$ cat config.mk
export PLATFORM = sky130hd
export DESIGN_NAME = seq_match_sched_flat
export DESIGN_NICKNAME = d
export VERILOG_FILES = /design/src/rtl/seq_match_sched_if.sv /design/src/rtl/seq_match_sched.sv /design/src/flat_wrapper.sv
export SDC_FILE = /design/constraint.sdc
export NUM_CORES = 1
export LEC_CHECK = 0
export BUFFER_PORTS_ARGS = -buffer_cell sky130_fd_sc_hd__buf_4
export CORE_ASPECT_RATIO = 0.6
export CORE_MARGIN = 1
export CORE_UTILIZATION = 50
export DETAILED_ROUTE_END_ITERATION = 7
export HOLD_SLACK_MARGIN = 0.02
export PLACE_DENSITY = 0.84
export SLEW_MARGIN = 30
export SYNTH_ARGS = -nofsm -noshare
export SYNTH_HDL_FRONTEND = slang
export SYNTH_SLANG_ARGS = --single-unit
$ cat constraint.sdc
create_clock -name clk -period 3.09 [get_ports clk]
set_input_delay 0.618 -clock clk [delete_from_list [all_inputs] [get_ports clk]]
set_output_delay 0.618 -clock clk [all_outputs]
set_load 0.005 [all_outputs]
$ cat src/rtl/seq_match_sched_if.sv
// Request, detector and result signals of the shared-detector scheduler.
// slave = scheduler side, master = requesters/detector/result consumer side.
interface seq_match_sched_if #(
    parameter int NCH   = 4,
    parameter int CNT_W = 8
);
    logic [NCH-1:0]   req_valid;
    logic [2*NCH-1:0] req_num;
    logic [NCH-1:0]   req_last;
    logic [NCH-1:0]   req_ready;
    logic [1:0]       det_num;
    logic             det_ans;
    logic             res_valid;
    logic [1:0]       res_chan;
    logic [CNT_W-1:0] res_count;

    modport slave (
        input  req_valid, req_num, req_last, det_ans,
        output req_ready, det_num, res_valid, res_chan, res_count
    );

    modport master (
        output req_valid, req_num, req_last, det_ans,
        input  req_ready, det_num, res_valid, res_chan, res_count
    );
endinterface

$ cat src/rtl/seq_match_sched.sv
// Round-robin scheduler sharing one 2-bit-symbol pattern detector among NCH
// requesters; grants whole bursts, counts match cycles, reports per burst.
module seq_match_sched #(
    parameter int NCH   = 4,
    parameter int CNT_W = 8
) (
    input  logic              clk,
    input  logic              reset,
    seq_match_sched_if.slave  bus
);
    typedef enum logic [1:0] {
        S_IDLE   = 2'd0,
        S_BURST  = 2'd1,
        S_FLUSH  = 2'd2,
        S_REPORT = 2'd3
    } state_t;

    localparam logic [1:0]       LAST_CH = 2'(NCH - 1);
    localparam logic [CNT_W-1:0] CNT_MAX = {CNT_W{1'b1}};
    localparam logic [CNT_W-1:0] CNT_ONE = {{(CNT_W-1){1'b0}}, 1'b1};

    state_t           r_state;
    state_t           w_next;
    logic [1:0]       r_g;
    logic [1:0]       r_last_g;
    logic [CNT_W-1:0] r_cnt;
    logic             r_acc_d;
    logic             r_res_valid;
    logic [1:0]       r_res_chan;
    logic [CNT_W-1:0] r_res_count;

    logic [2:0]       w_idx;
    logic [1:0]       w_pick;
    logic             w_any;
    logic             w_sel_valid;
    logic             w_sel_last;
    logic [1:0]       w_sel_num;
    logic             w_accept;
    logic [CNT_W-1:0] w_cnt_next;
    logic [NCH-1:0]   w_grant_oh;

    // Round-robin pick: first requester after the previous grant, modulo NCH.
    always_comb begin
        w_any  = 1'b0;
        w_pick = r_last_g;
        w_idx  = 3'd0;
        for (int k = 1; k <= NCH; k++) begin
            w_idx  = {1'b0, r_last_g} + 3'(k);
            w_idx  = (w_idx >= 3'(NCH)) ? (w_idx - 3'(NCH)) : w_idx;
            w_pick = (!w_any && bus.req_valid[w_idx[1:0]]) ? w_idx[1:0] : w_pick;
            w_any  = w_any | bus.req_valid[w_idx[1:0]];
        end
    end

    assign w_sel_valid = bus.req_valid[r_g];
    assign w_sel_last  = bus.req_last[r_g];
    assign w_sel_num   = bus.req_num[{r_g, 1'b0} +: 2];
    assign w_accept    = (r_state == S_BURST) && w_sel_valid;
    assign w_grant_oh  = {{(NCH-1){1'b0}}, 1'b1} << r_g;

    // det_ans belongs to the symbol accepted one cycle earlier, hence acc_d.
    assign w_cnt_next = (r_acc_d && bus.det_ans)
                      ? ((r_cnt == CNT_MAX) ? r_cnt : (r_cnt + CNT_ONE))
                      : r_cnt;

    // State register.
    always_ff @(posedge clk) begin
        if (reset) begin
            r_state <= S_IDLE;
        end else begin
            r_state <= w_next;
        end
    end

    // Next-state decode.
    always_comb begin
        w_next = r_state;
        case (r_state)
            S_IDLE:   w_next = w_any ? S_BURST : S_IDLE;
            S_BURST:  w_next = (w_accept && w_sel_last) ? S_FLUSH : S_BURST;
            S_FLUSH:  w_next = S_REPORT;
            S_REPORT: w_next = S_IDLE;
            default:  w_next = S_IDLE;
        endcase
    end

    // Handshake and detector drive; zero symbols during reset clear the detector.
    always_comb begin
        bus.req_ready = {NCH{1'b0}};
        bus.det_num   = 2'd0;
        if (reset) begin
            bus.req_ready = {NCH{1'b0}};
            bus.det_num   = 2'd0;
        end else begin
            case (r_state)
                S_BURST: begin
                    bus.req_ready = w_grant_oh;
                    bus.det_num   = w_sel_valid ? w_sel_num : 2'd0;
                end
                default: begin
                    bus.req_ready = {NCH{1'b0}};
                    bus.det_num   = 2'd0;
                end
            endcase
        end
    end

    // Grant, match counter and result registers.
    always_ff @(posedge clk) begin
        if (reset) begin
            r_g         <= 2'd0;
            r_last_g    <= LAST_CH;
            r_cnt       <= {CNT_W{1'b0}};
            r_acc_d     <= 1'b0;
            r_res_valid <= 1'b0;
            r_res_chan  <= 2'd0;
            r_res_count <= {CNT_W{1'b0}};
        end else begin
            r_res_valid <= (r_state == S_FLUSH);
            r_acc_d     <= w_accept;
            case (r_state)
                S_IDLE: begin
                    if (w_any) begin
                        r_g      <= w_pick;
                        r_last_g <= w_pick;
                        r_cnt    <= {CNT_W{1'b0}};
                    end else begin
                        r_cnt    <= r_cnt;
                    end
                end
                S_BURST: r_cnt <= w_cnt_next;
                S_FLUSH: begin
                    r_cnt       <= w_cnt_next;
                    r_res_chan  <= r_g;
                    r_res_count <= w_cnt_next;
                end
                default: r_cnt <= r_cnt;
            endcase
        end
    end

    assign bus.res_valid = r_res_valid;
    assign bus.res_chan  = r_res_chan;
    assign bus.res_count = r_res_count;
endmodule

$ cat src/flat_wrapper.sv
// flat-port wrapper written by rule: the top's interface ports become plain ports
module seq_match_sched_flat 
#(
    parameter int NCH   = 4,
    parameter int CNT_W = 8
)
  (clk, reset, bus_req_valid, bus_req_num, bus_req_last, bus_det_ans, bus_req_ready, bus_det_num, bus_res_valid, bus_res_chan, bus_res_count);
  seq_match_sched_if #(.NCH(NCH), .CNT_W(CNT_W)) bus_i ();
  input  logic clk;
  input  logic reset;
  input wire logic [$bits(bus_i.req_valid)-1:0] bus_req_valid;
  input wire logic [$bits(bus_i.req_num)-1:0] bus_req_num;
  input wire logic [$bits(bus_i.req_last)-1:0] bus_req_last;
  input wire logic [$bits(bus_i.det_ans)-1:0] bus_det_ans;
  output wire logic [$bits(bus_i.req_ready)-1:0] bus_req_ready;
  output wire logic [$bits(bus_i.det_num)-1:0] bus_det_num;
  output wire logic [$bits(bus_i.res_valid)-1:0] bus_res_valid;
  output wire logic [$bits(bus_i.res_chan)-1:0] bus_res_chan;
  output wire logic [$bits(bus_i.res_count)-1:0] bus_res_count;
  assign bus_i.req_valid = bus_req_valid;
  assign bus_i.req_num = bus_req_num;
  assign bus_i.req_last = bus_req_last;
  assign bus_i.det_ans = bus_det_ans;
  assign bus_req_ready = bus_i.req_ready;
  assign bus_det_num = bus_i.det_num;
  assign bus_res_valid = bus_i.res_valid;
  assign bus_res_chan = bus_i.res_chan;
  assign bus_res_count = bus_i.res_count;
  seq_match_sched #(.NCH(NCH), .CNT_W(CNT_W)) u_core (.clk(clk), .reset(reset), .bus(bus_i));
endmodule
==> qor.csv <==
stage;metric;value;unit
die;y_dimension_of_the_die;44.8;um
clocking;clk_pin_slew;0.08;ns
power_and_ir_drop;power;0.000762;W
min_path;kind_of_path_behind_the_tightest_hold_check;reg -> reg;
clocking;cts.hold.buffers_added;0;
sta;final_min_period_over_clock_period;77.3;%
worst_setup_path;worst_setup_path_end_kind;primary output;
synthesis;syn-num-nets;194;
worst_setup_path;worstSetupPathType;reg -> out;
finish;syn_to_final_growth;18.2;%
clocking;postCtsSetupRepairBufs;0;
run;cap_violations;0;
detailed_routing;vias;1389;
synthesis;synth_async_sr_flop_share;0;%
sta;rsz0062_at_grt;false;
die;chipWidth;73.3;um
clocking;clock_tree.htree_level_count;1;
detailed_routing;wl;3550;um
sta;achievable-frequency;0.418;GHz
detailed_routing;detail_route.iter0.violations;143;
placed_design;dp_hpwl;2690;um
die;fp.coreArea;2890;sq um
detailed_routing;vias_per_cell;5.76;
placed_design;routabilityCongestion;0.884;
die;dieArea;3280;sq um
die;std_cell_rows;15;
global_route;antenna_violations_before_repair;0;
die;top_level_ports;36;
sta;slew_headroom;61.8;%
sta;count_of_final_setup_violators;0;
detailed_routing;final_antenna_net_count;0;
clocking;cts-buffers-inserted;3;
detailed_routing;drt_pass1_iterations;4;
sta;layout_min_cycle_time;2.39;ns
detailed_routing;avgRoutedWirePerCell;14.7;um
synthesis;synth.avg_cell_area;8.92;sq um
finish;n_fill_cell;274;
sta;hold_slack;0.480;ns
global_route;grt_max_degree;23;
synthesis;ys_dominant_reg_cell;sky130_fd_sc_hd__dfxtp_1;
worst_setup_path;timing.critical_path.arrival;1.77;ns
worst_setup_path;startpoint_type;register;
sta;report.final.slew_viol_count;0;
synthesis;synth-edff-count;0;
synthesis;synth_cell_types;47;
sta;max_slew.worst_pin.slew;0.572;ns
worst_setup_path;timing.critical_path.fanout_max;8;
global_route;globalRoute.totalOverflow;0;
synthesis;syn_inst;171;
power_and_ir_drop;power_leakage;0.694;nW
synthesis;post_synth_instance_area;1530;sq um
finish;fraction_of_layout_instances_using_a_drive_strength_above_1;26.6;%
run_status;status;finished, final reports clean;
power_and_ir_drop;maximum_resistive_drop_on_vdd;0.235;mV
finish;total_inserted_antenna_cells;0;
finish;total_area_of_sequential_cells;520;sq um
clocking;clk_path_buf_depth;2;
clocking;cts.repair.resized;0;
sta;totalNegativeSetupSlack;0;ns
placed_design;buffer_ports.inserted;35;
die;floorplan.initialDensity;52.8;%
finish;finish.net_count;224;
synthesis;synth-seq-cells;26;
synthesis;synth.yosys.warnings;0;
sta;finalHoldViolations;0;
global_route;global_route.usage.total;23.1;%
clocking;clock-root-buffer;sky130_fd_sc_hd__clkbuf_8;
synthesis;ys_seq_area_share;34.1;%
global_route;grt_first_pass_wirelength;5760;um
power_and_ir_drop;power.density;423;nW/um^2
placed_design;inst_count_dp;238;
clocking;later_pin_clock_latency_in_the_skew_report;0.27;ns
global_route;first_global_vias;1270;
finish;multi_input_area;881;sq um
worst_setup_path;timing.critical_path.required;2.47;ns
clocking;cts.sink_count;26;
sta;skew;0.00498;ns
finish;fin_cells;241;
clocking;tritoncts;built;
detailed_routing;drc;0;
[cell type report]
cell class / instances / area share, %
clock buffers: 3 / 2.29
inverters: 12 / 2.50
multi-input cells: 123 / 48.9
flip-flops and latches: 26 / 28.9
well taps: 42 / 2.91
repair buffers: 35 / 14.6
[sequential cells by signal, indices dropped and copies added, names as in the netlist, named ones only]
| name | count |
|---|---|
| u_core.bus.res_valid | 1 |
| u_core.r_last_g | 2 |
| u_core.bus.res_chan | 2 |
| u_core.r_g | 2 |
| u_core.r_cnt | 8 |
| u_core.bus.res_count | 8 |
| u_core.r_state | 1 |
| u_core.r_acc_d | 1 |
[power breakdown]
group | switching, W | internal [W] | leakage (nW)
clock network | 0.000101 | 0.0000875 | 0.0216
logic | 0.0000956 | 0.0000932 | 0.462
registers | 0.0000307 | 0.000354 | 0.211
[worst max-delay path, cell delays in order, from the launching register on]
cell                      delay [ns]
sky130_fd_sc_hd__dfxtp_1        0.57
sky130_fd_sc_hd__mux4_2         0.61
sky130_fd_sc_hd__and3_1         0.18
sky130_fd_sc_hd__buf_4          0.13
[cells in the final DEF, fill, tap and decap left out, types with 5 or more instances in the layout]
cell type                  netlist  final
sky130_fd_sc_hd__a21oi_1        11     11
sky130_fd_sc_hd__a31oi_1         6      6
sky130_fd_sc_hd__buf_4           0     35
sky130_fd_sc_hd__dfxtp_1        26     26
sky130_fd_sc_hd__inv_1          12     12
sky130_fd_sc_hd__nand2_1        15     15
sky130_fd_sc_hd__nand2b_1        5      5
sky130_fd_sc_hd__nor2_1         11     11
sky130_fd_sc_hd__o21ai_0         9      9
[Yosys cell counts, types with 4 or more instances]
| cell | instances | area [sq um] |
|---|---|---|
| sky130_fd_sc_hd__and3_1 | 4 | 25.0 |
| sky130_fd_sc_hd__dfxtp_1 | 26 | 521 |
| sky130_fd_sc_hd__mux2i_1 | 4 | 40.0 |
| sky130_fd_sc_hd__o21ai_0 | 9 | 45.0 |
| sky130_fd_sc_hd__o22ai_1 | 4 | 25.0 |
| sky130_fd_sc_hd__nand2b_1 | 5 | 31.3 |
| sky130_fd_sc_hd__nor2_1 | 11 | 41.3 |
| sky130_fd_sc_hd__mux4_2 | 4 | 90.1 |
| sky130_fd_sc_hd__inv_1 | 12 | 45.0 |
| sky130_fd_sc_hd__a31oi_1 | 6 | 37.5 |
| sky130_fd_sc_hd__ha_1 | 4 | 50.1 |
| sky130_fd_sc_hd__a21oi_1 | 11 | 55.1 |
| sky130_fd_sc_hd__nand2_1 | 15 | 56.3 |
[layer usage]
layer	global-route usage [%]	up-vias	wire [um]
met5	0	-	0
met4	8.08	0	42
met3	5.80	6	175
met2	37.4	42	1670
met1	30.7	656	1660
li1	-	685	-
[worst paths after layout]
path	from	end	slack, ns	cells after the start
worst min register to register	u_core.bus.res_count[2]$_SDFFE_PP0P_	u_core.bus.res_count[2]$_SDFFE_PP0P_	0.48	2
worst min-delay path	u_core.bus.res_count[2]$_SDFFE_PP0P_	u_core.bus.res_count[2]$_SDFFE_PP0P_	0.48	2
worst max register to register	u_core.r_state[0]$_SDFF_PP0_	u_core.r_cnt[1]$_SDFFE_PP0P_	1.33	6
worst max-delay path	u_core.r_g[0]$_SDFFE_PP0P_	bus_det_num[0]	0.70	3
[kinds of logic (layout without fill, tap and decap cells)]
group	after synthesis	after routing	synth area share, %
AND/OR/NAND/NOR	59	59	22.4
AO/OA/AOI/OAI	51	51	23.0
flip-flops	26	26	34.1
buffers and inverters	22	50	8.12
multiplexers	8	8	8.53
adder cells (fa/ha/maj)	4	4	3.28
XOR/XNOR	1	1	0.574
[metrics by stage]
step / cell area (sq um) / util (%) / setup WS (ns)
6_report: 1800 / 62.4 / 0.700
5_1_grt: 1800 / 62.4 / 0.655
4_1_cts: 1800 / 62.4 / 0.703
3_5_place_dp: 1760 / 61.0 / 0.885
3_3_place_gp: 1760 / 61.0 / 0.920
2_1_floorplan: 1530 / - / 1.21
No activity file was read; power rests on OpenSTA's default activity.
